==> config.mk <==
export PLATFORM = sky130hd
export DESIGN_NAME = regfile_wb_ctrl
export DESIGN_NICKNAME = d
export VERILOG_FILES = /design/src/rtl/regfile_wb_ctrl.sv
export SDC_FILE = /design/constraint.sdc
export NUM_CORES = 1
export LEC_CHECK = 0
export CORE_MARGIN = 2
export CORE_UTILIZATION = 30
export DETAILED_ROUTE_END_ITERATION = 6
export SLEW_MARGIN = 20
export SYNTH_ARGS = -nofsm -noshare
export SYNTH_HDL_FRONTEND = slang
export SYNTH_SLANG_ARGS = --single-unit
==> constraint.sdc <==
create_clock -name clock -period 6.3 [get_ports clock]
set_input_delay 1.575 -clock clock [delete_from_list [all_inputs] [get_ports clock]]
set_output_delay 1.575 -clock clock [all_outputs]
set_load 0.02 [all_outputs]
==> src/rtl/regfile_wb_ctrl.sv <==
// Write-back controller: round-robin arbitration of ALU/load writes onto the single
// register-file write port, plus a load-in-flight scoreboard. Optional WB_CONFLICT_CNT_EN.
module regfile_wb_ctrl (
  input  logic        clock,
  input  logic        reset,
  input  logic        alu_valid,
  input  logic [4:0]  alu_addr,
  input  logic [31:0] alu_data,
  output logic        alu_ready,
  input  logic        ld_valid,
  input  logic [4:0]  ld_addr,
  input  logic [31:0] ld_data,
  output logic        ld_ready,
  input  logic        issue_ld_valid,
  input  logic [4:0]  issue_ld_addr,
  input  logic [4:0]  rs1_addr,
  input  logic [4:0]  rs2_addr,
  output logic        hazard,
  output logic        sb_err,
  output logic        we,
  output logic [4:0]  reg_to_write_addr,
  output logic [31:0] reg_to_write_data,
  output logic [15:0] conflict_cnt
);

  localparam logic WIN_ALU = 1'b0;
  localparam logic WIN_LD  = 1'b1;

  logic        last_winner_q, last_winner_d;
  logic        we_q, we_d;
  logic [4:0]  wb_addr_q, wb_addr_d;
  logic [31:0] wb_data_q, wb_data_d;
  logic        wb_is_ld_q, wb_is_ld_d;
  logic [31:0] busy_q, busy_d;
  logic        sb_err_q, sb_err_d;
  logic        conflict, grant_alu, grant_ld;
  logic [31:0] set_mask, clr_mask;

  always_comb begin
    conflict  = alu_valid && ld_valid;
    // On a conflict the side that did not win last time gets the port.
    grant_alu = alu_valid && (!ld_valid || (last_winner_q == WIN_LD));
    grant_ld  = ld_valid && !grant_alu;

    last_winner_d = last_winner_q;
    if (conflict) last_winner_d = grant_ld ? WIN_LD : WIN_ALU;

    we_d       = 1'b0;
    wb_addr_d  = wb_addr_q;
    wb_data_d  = wb_data_q;
    wb_is_ld_d = wb_is_ld_q;
    if (grant_ld) begin
      we_d       = (ld_addr != 5'd0);
      wb_addr_d  = ld_addr;
      wb_data_d  = ld_data;
      wb_is_ld_d = 1'b1;
    end else if (grant_alu) begin
      we_d       = (alu_addr != 5'd0);
      wb_addr_d  = alu_addr;
      wb_data_d  = alu_data;
      wb_is_ld_d = 1'b0;
    end

    // Set is OR'd after the clear so a same-edge issue to the retiring register wins.
    set_mask = (issue_ld_valid && (issue_ld_addr != 5'd0)) ? (32'd1 << issue_ld_addr) : 32'd0;
    clr_mask = (we_q && wb_is_ld_q) ? (32'd1 << wb_addr_q) : 32'd0;
    busy_d   = ((busy_q & ~clr_mask) | set_mask) & ~32'd1;
    sb_err_d = sb_err_q | (issue_ld_valid && busy_q[issue_ld_addr]);
  end

  always_ff @(posedge clock or posedge reset) begin
    if (reset) begin
      last_winner_q <= WIN_ALU;
      we_q          <= 1'b0;
      wb_addr_q     <= 5'd0;
      wb_data_q     <= 32'd0;
      wb_is_ld_q    <= 1'b0;
      busy_q        <= 32'd0;
      sb_err_q      <= 1'b0;
    end else begin
      last_winner_q <= last_winner_d;
      we_q          <= we_d;
      wb_addr_q     <= wb_addr_d;
      wb_data_q     <= wb_data_d;
      wb_is_ld_q    <= wb_is_ld_d;
      busy_q        <= busy_d;
      sb_err_q      <= sb_err_d;
    end
  end

`ifdef WB_CONFLICT_CNT_EN
  logic [15:0] cnt_q, cnt_d;

  always_comb begin
    cnt_d = cnt_q;
    if (conflict && (cnt_q != 16'hFFFF)) cnt_d = cnt_q + 16'd1;
  end

  always_ff @(posedge clock or posedge reset) begin
    if (reset) cnt_q <= 16'd0;
    else       cnt_q <= cnt_d;
  end

  assign conflict_cnt = cnt_q;
`else
  assign conflict_cnt = 16'd0;
`endif

  assign alu_ready         = grant_alu && !reset;
  assign ld_ready          = grant_ld && !reset;
  assign hazard            = busy_q[rs1_addr] | busy_q[rs2_addr];
  assign sb_err            = sb_err_q;
  assign we                = we_q;
  assign reg_to_write_addr = wb_addr_q;
  assign reg_to_write_data = wb_data_q;

endmodule
# == After elaboration in Yosys (flattened, before gate mapping) ==
# Index checks and enable logic that the tools add are counted.
# Widths: inputs -> output; s select.
# classes
magnitude_cmp,3
shift,2
mux,17
bitwise,5
n_reduce_logical,16
# ops
op,n
$mux 32,4
$shl 1x5->32 const A,2
$and 32x32->32,1
$not 32->32,1
$or 32x32->32,1
$lt 5x6->1 const B,3
$bmux 1 s5,3
$reduce_bool 5->1,3
$mux 5,2
$logic_and 1x1->1,8
$mux 1,8
$logic_not 1->1,3
$or 1x1->1,2
$reduce_bool 2->1,1
$logic_or 1x1->1,1
# totals
reg_bits,72
inputBits,94
output_inout_bits,58
wordCells,50

# == Logic depth before layout (Yosys ltp) ==
# logic_depth
depth_word,6
ltp_mapped,7
mapped_depth_nobuf,5

# == Worst setup path after synthesis ==
# No wires, ideal clock.
# synth_path
kind,in2out
from,input port reset
to,output port ld_ready
arrival_ns,3.557
required_time_ns,4.725
setup_slack_ns,1.168
cell_stages,2
n_path_buf,0
path_cell_list,inv_1 -> and3_1
# synth_between
elab_chain_len,2
# synth_lines
item,line,source
from (decl),5,"input logic reset,"
$logic_not 1->1,110,assign ld_ready = grant_ld && !reset;
$logic_and 1x1->1,110,
to (decl),13,"output logic ld_ready,"
# No other way between the ends.

# == Final worst setup path ==
# layout_path
from,input port rs2_addr[0]
to,output port hazard
# layout_between
elab_chain_len,3
# layout_lines
item,line,source
from (decl),17,"input logic [4:0] rs2_addr,"
$bmux 1 s5,111,assign hazard = busy_q[rs1_addr] | busy_q[rs2_addr];
$mux 1 (implied by the code),111,
$or 1x1->1,111,
to (decl),18,"output logic hazard,"
# No other way between the ends. The select of a mux whose other input is x is not followed.

==> run_results.csv <==
group,metric,value,unit
synth,synth_top_cell_area_share,0.4394,
timing,finalHoldViolCount,0,
clock_network,clk_pin_slew,0.05,ns
die,dieArea,14620,um2
clock_network,cts_sinks,72,
detailed_routing,wl_per_cell,17.68,um
detailed_routing,vias,3595,
synth,async_reset_ff_frac,1.000,
setup_path,critPathTopFamily,"buffers and inverters",
timing,clock_skew,0.005158,ns
detailed_routing,drt-initial-drc-count,188,
clock_network,htreeDepth,3,
clock_network,clock_latency,0.33,ns
setup_path,startpoint,"rs2_addr[0]",
setup_path,endpoint,"hazard",
grt,grt_antenna_before_repair,0,
setup_path,path_cells,"clkdlybuf4s50_1 > mux4_2 > mux2i_1 > mux2i_1 > a221oi_1 > o211ai_1 > clkdlybuf4s50_1",
die,die_h,120.9,um
setup_path,crit_fanout,7,
synth,synth.yosys.seq_area_share,0.4394,
detailed_routing,drc_errors,0,
finish,drive_above_1_share,0.08588,
synth,synth_cell_types,38,
clock_network,postCtsHoldBufs,0,
placed_design,dp.cells,684,
setup_path,timing.rr.start,"last_winner_q",
finish,diodes,0,
finish,instances_no_fill,700,
synth,synth_edf_count,0,
timing,slew_viol_final,0,
placed_design,hpwl,9293,um
setup_path,crit_required,4.72,ns
power,power_density,337.4,nW/um2
synth,yosys.area.top_type,"dfrtp_1",
worst_hold_path,min_path_type,"flip-flop to flip-flop",
detailed_routing,viasPerCell,5.136,
placed_design,port_buffers,135,
grt,grt_pass1_vias,3723,
synth,synth.top_cells.by_area,"dfrtp_1 44%, mux4_2 12%, mux2i_1 11%",
clock_network,tritoncts,"built",
clock_network,root_buffer,"clkbuf_16",
setup_path,reg2reg_to,"we",
timing,min_period,5.653,ns
setup_path,worst_setup_path_start_kind,"input pin",
clock_network,numCtsBuffers,9,
finish,area_growth,41.78,%
grt,grt_max_degree,73,
grt,overflow,0,
detailed_routing,drtAntennaViolNets,0,
finish,layout_common_cells,"134 x clkdlybuf4s50_1, 72 x dfrtp_1, 58 x o21ai_1",
grt,grt_pass1_wl,19820,um
timing,whs,0.5214,ns
power,vdd_ir_drop_max,0.1511,mV
setup_path,ff2ff_path_depth,4,
synth,synth_area,4100,um2
timing,fmax,176.9,MHz
die,rows,42,
synth,synth_seq_cells,72,
detailed_routing,first_pass_iters,4,
clock_network,cts_buffer_depth,2,
timing,worstMarginPinSlew,0.9118,ns
setup_path,cp.arrival,4.08,ns
finish,final_common_cell,"clkdlybuf4s50_1",
finish,fillers,1318,
synth,syn-instance-count,400,
die,initial_core_util,0.3084,
setup_path,path_class,"input pin to output pin",
synth,syn_avg_cell_area,10.25,um2
finish,multi_input_area,2107,um2
setup_path,max_stage_delay,0.75,ns
setup_path,crit_buf_inv,2,
timing,period_share,0.8973,
die,io_pins,152,
setup_path,cp.depth,7,
synth,synth-main-ff-cell,"dfrtp_1",
setup_path,rrSetupSlack,4.39,ns
timing,setup_viol,0,
die,die_x,120.9,um
clock_network,cts_setup_buffers,0,
detailed_routing,wirelength,12380,um
timing,relSlewSlack,0.3921,
finish,regArea,1802,um2
finish,fin_nets,613,
run_status,status,"complete, no violations",
setup_path,crit_path_end_kind,"output pin",
synth,yosysWarnings,0,
setup_path,critPathSlowestCell,"clkdlybuf4s50_1",
grt,grt_usage,0.1754,
timing,rsz0062_at_grt,"false",
job,cap_viol_max_count,0,
power,total_power,1961,uW
die,core_area,13300,um2
placed_design,gp_routability_congestion,0.8931,
power,p_leak,0.002255,uW
timing,fin_setup_tns,0,ns
clock_network,cts.repair.resized,0,
## through the flow
step                setup WS, ns  area, um2  utilization
finish                    0.6467       5813       0.4372
global route              0.4360       5813       0.4372
floorplan                  1.168       4156            -
detailed placement        0.6351       5513       0.4146
global placement          0.6585       5513       0.4146
CTS                       0.6306       5813       0.4372
## state kept, by name (all words and copies together) (netlist names)
| register | flops |
|---|---|
| wb_is_ld_q | 1 |
| sb_err | 1 |
| busy_q | 31 |
| we | 1 |
| last_winner_q | 1 |
| reg_to_write_addr | 5 |
| reg_to_write_data | 32 |
## how the worst min path moves through the flow
stage / startpoint / end / slack [ns] / cells after the start
2_1_floorplan: last_winner_q / last_winner_q / 0.45 / 1
5_1_grt: wb_is_ld_q / wb_is_ld_q / 0.57 / 1
6_report: wb_is_ld_q / wb_is_ld_q / 0.52 / 1
3_5_place_dp: wb_is_ld_q / wb_is_ld_q / 0.51 / 1
3_3_place_gp: wb_is_ld_q / wb_is_ld_q / 0.50 / 1
4_1_cts: wb_is_ld_q / wb_is_ld_q / 0.52 / 1
## power breakdown
group	switching [uW]	internal, uW	leakage (uW)
logic	309	356	0.00133
clock network	186	327	0.000150
registers	178	605	0.000774
## cell usage after synthesis, types with 3 or more instances
cell,n
buf_2,6
buf_4,16
buf_1,3
nand3b_1,8
o21ai_0,6
clkbuf_1,19
nand3_1,5
nor3_1,3
a21oi_1,37
nand2_1,13
dfrtp_1,72
mux2i_1,47
mux4_2,21
nor2_1,46
nand2b_1,3
inv_1,3
o21ai_1,59
nor2b_1,5
or3_1,3
## final cells by class
type | instances | share of cell area
tap | 176 | 0.03788
sequential | 72 | 0.3099
multi-input combinational | 294 | 0.3625
inverter | 4 | 0.002583
timing repair buffer | 138 | 0.2355
clock inverter | 3 | 0.006888
clock buffer | 13 | 0.04477
## per-layer routing
metal / vias to the layer above / GRT usage / wire length [um]
met4: 0 / 0.05741 / 174
met3: 17 / 0.07942 / 1500
met2: 210 / 0.2711 / 5660
li1: 1667 / - / -
met1: 1701 / 0.2182 / 5042
met5: - / 0 / 0
## worst reg2reg max path, stage by stage, from the launching register on
cell and delay (ns):
dfrtp_1 0.42, o21ai_4 0.63, buf_4 0.53, o211ai_1 0.15
o21ai_1 0.12
## kinds of logic after synthesis
kind of cell,Yosys count,synth area share
compound gates,111,0.1443
simple gates,95,0.1117
flops,72,0.4394
mux,71,0.2383
buf+inv,49,0.06317
xor+xnor,1,0.002136
other cells,1,0.0009146
Power figures use the tool's default switching activity.
==> RTL edit (config.mk and constraints unchanged) <==
Add a define of `WB_CONFLICT_CNT_EN`.
--- a/src/rtl/regfile_wb_ctrl.sv
+++ b/src/rtl/regfile_wb_ctrl.sv
@@ -1,5 +1,7 @@
 // Write-back controller: round-robin arbitration of ALU/load writes onto the single
 // register-file write port, plus a load-in-flight scoreboard. Optional WB_CONFLICT_CNT_EN.
+`define WB_CONFLICT_CNT_EN
+
 module regfile_wb_ctrl (
   input  logic        clock,
   input  logic        reset,
Behaviour: not the same (Yosys sat finds a counterexample within 4 cycles, from zero or initial values and one cycle with reset high).
==> RTL edit against the original RTL <==
  * Cell area grew 17%
  * Count of clock-buffer cells in the layout decreased by 3
  * Power is 14% higher
  * First-iteration DRC count is 13% higher
  * Area after synthesis grew 16%
  * Register-to-register slack gained 0.10 ns
  * Routed wire length rose by 11%
  * Fmax shrank 2.3%
  * Sequential cell count is 16 higher
  * Critical path depth fell by 1
  * Setup slack got worse by 0.13 ns
  * Sequential share of layout area rose by 1.4 points
==> RTL edit: results (changes against the original RTL) <==
[synthesis]
synth_cell_types=47  ; was 38
synth_top_cells_by_count=dfrtp_1, o21ai_0, nor2_1  ; was dfrtp_1, o21ai_1, mux2i_1
synth_area_leaders=dfrtp_1, mux2i_1, o21ai_0  ; was dfrtp_1, mux4_2, mux2i_1
synth_xor_area_share_pct=2.94  ; was 0.214%
synthMuxAreaShare_pct=19.8  ; was 23.8%
synth_fa_ha_area_share_pct=0.262  ; was 0%

[setup_path]
ff2ff_path_depth=5  ; was 4
arrival_ns=4.21  ; was 4.08 ns
cp_max_fo=10  ; was 7

[status]
status=complete, no violations  ; unchanged

[pwr]
peakVddDrop_mv=0.186  ; was 0.151 mV
p_seq_share_pct=41.2  ; was 39.9%
p_leak_nw=2.69  ; was 2.26 nW
comb_power_share_pct=34.4  ; was 33.9%
p_sw_w=0.000780  ; was 0.000673 W

[detailed_routing]
drtIter0Drc=212  ; was 188
wl_met1_mm=5.54  ; was 5.04 mm
vias=4206  ; was 3595

[global_route]
grt_pass1_vias=4405  ; was 3723
grt_max_degree=61  ; was 73
grt_first_pass_wirelength_mm=22.6  ; was 19.8 mm

[layout]
multi_input_area_share_pct=35.8  ; was 36.2%
layout.nonclk_buf_share_pct=22.7  ; was 23.5%
final-clk-cell-share_pct=4.48  ; was 5.17%
multi_input_gates=339  ; was 294
inverters=10  ; was 4
drive_gt1_share_pct=8.05  ; was 8.59%

[placement]
placed_cell_area_um2=6480  ; was 5510 µm²
pre_cts_ws_ns=0.550  ; was 0.635 ns

[RTL edit: changes by cell type in the layout (fill, tap and decap cells not counted), sizes merged, moves of 4 or more]
cell | unedited run | this run
nand2 | 13 | 17
mux4 | 21 | 17
clkdlybuf4s50 | 134 | 150
conb | 16 | 0
inv | 4 | 11
nor2 | 46 | 55
xnor2 | 1 | 7
nand3 | 5 | 12
xor2 | 0 | 9
dfrtp | 72 | 88
mux2 | 3 | 7
[RTL edit: path summary, 6_finish.rpt]
path | endpoint | slack (ns) | start
setup / recovery | hazard | 0.51 | rs2_addr[0]
hold / removal | conflict_cnt[13] | 0.50 | conflict_cnt[13]
max in group asynchronous | conflict_cnt[6] | 3.53 | reset
hold reg to reg | conflict_cnt[13] | 0.50 | conflict_cnt[13]
setup reg to reg | conflict_cnt[1] | 4.49 | conflict_cnt[0]
min in group asynchronous | reg_to_write_data[17] | 1.75 | reset
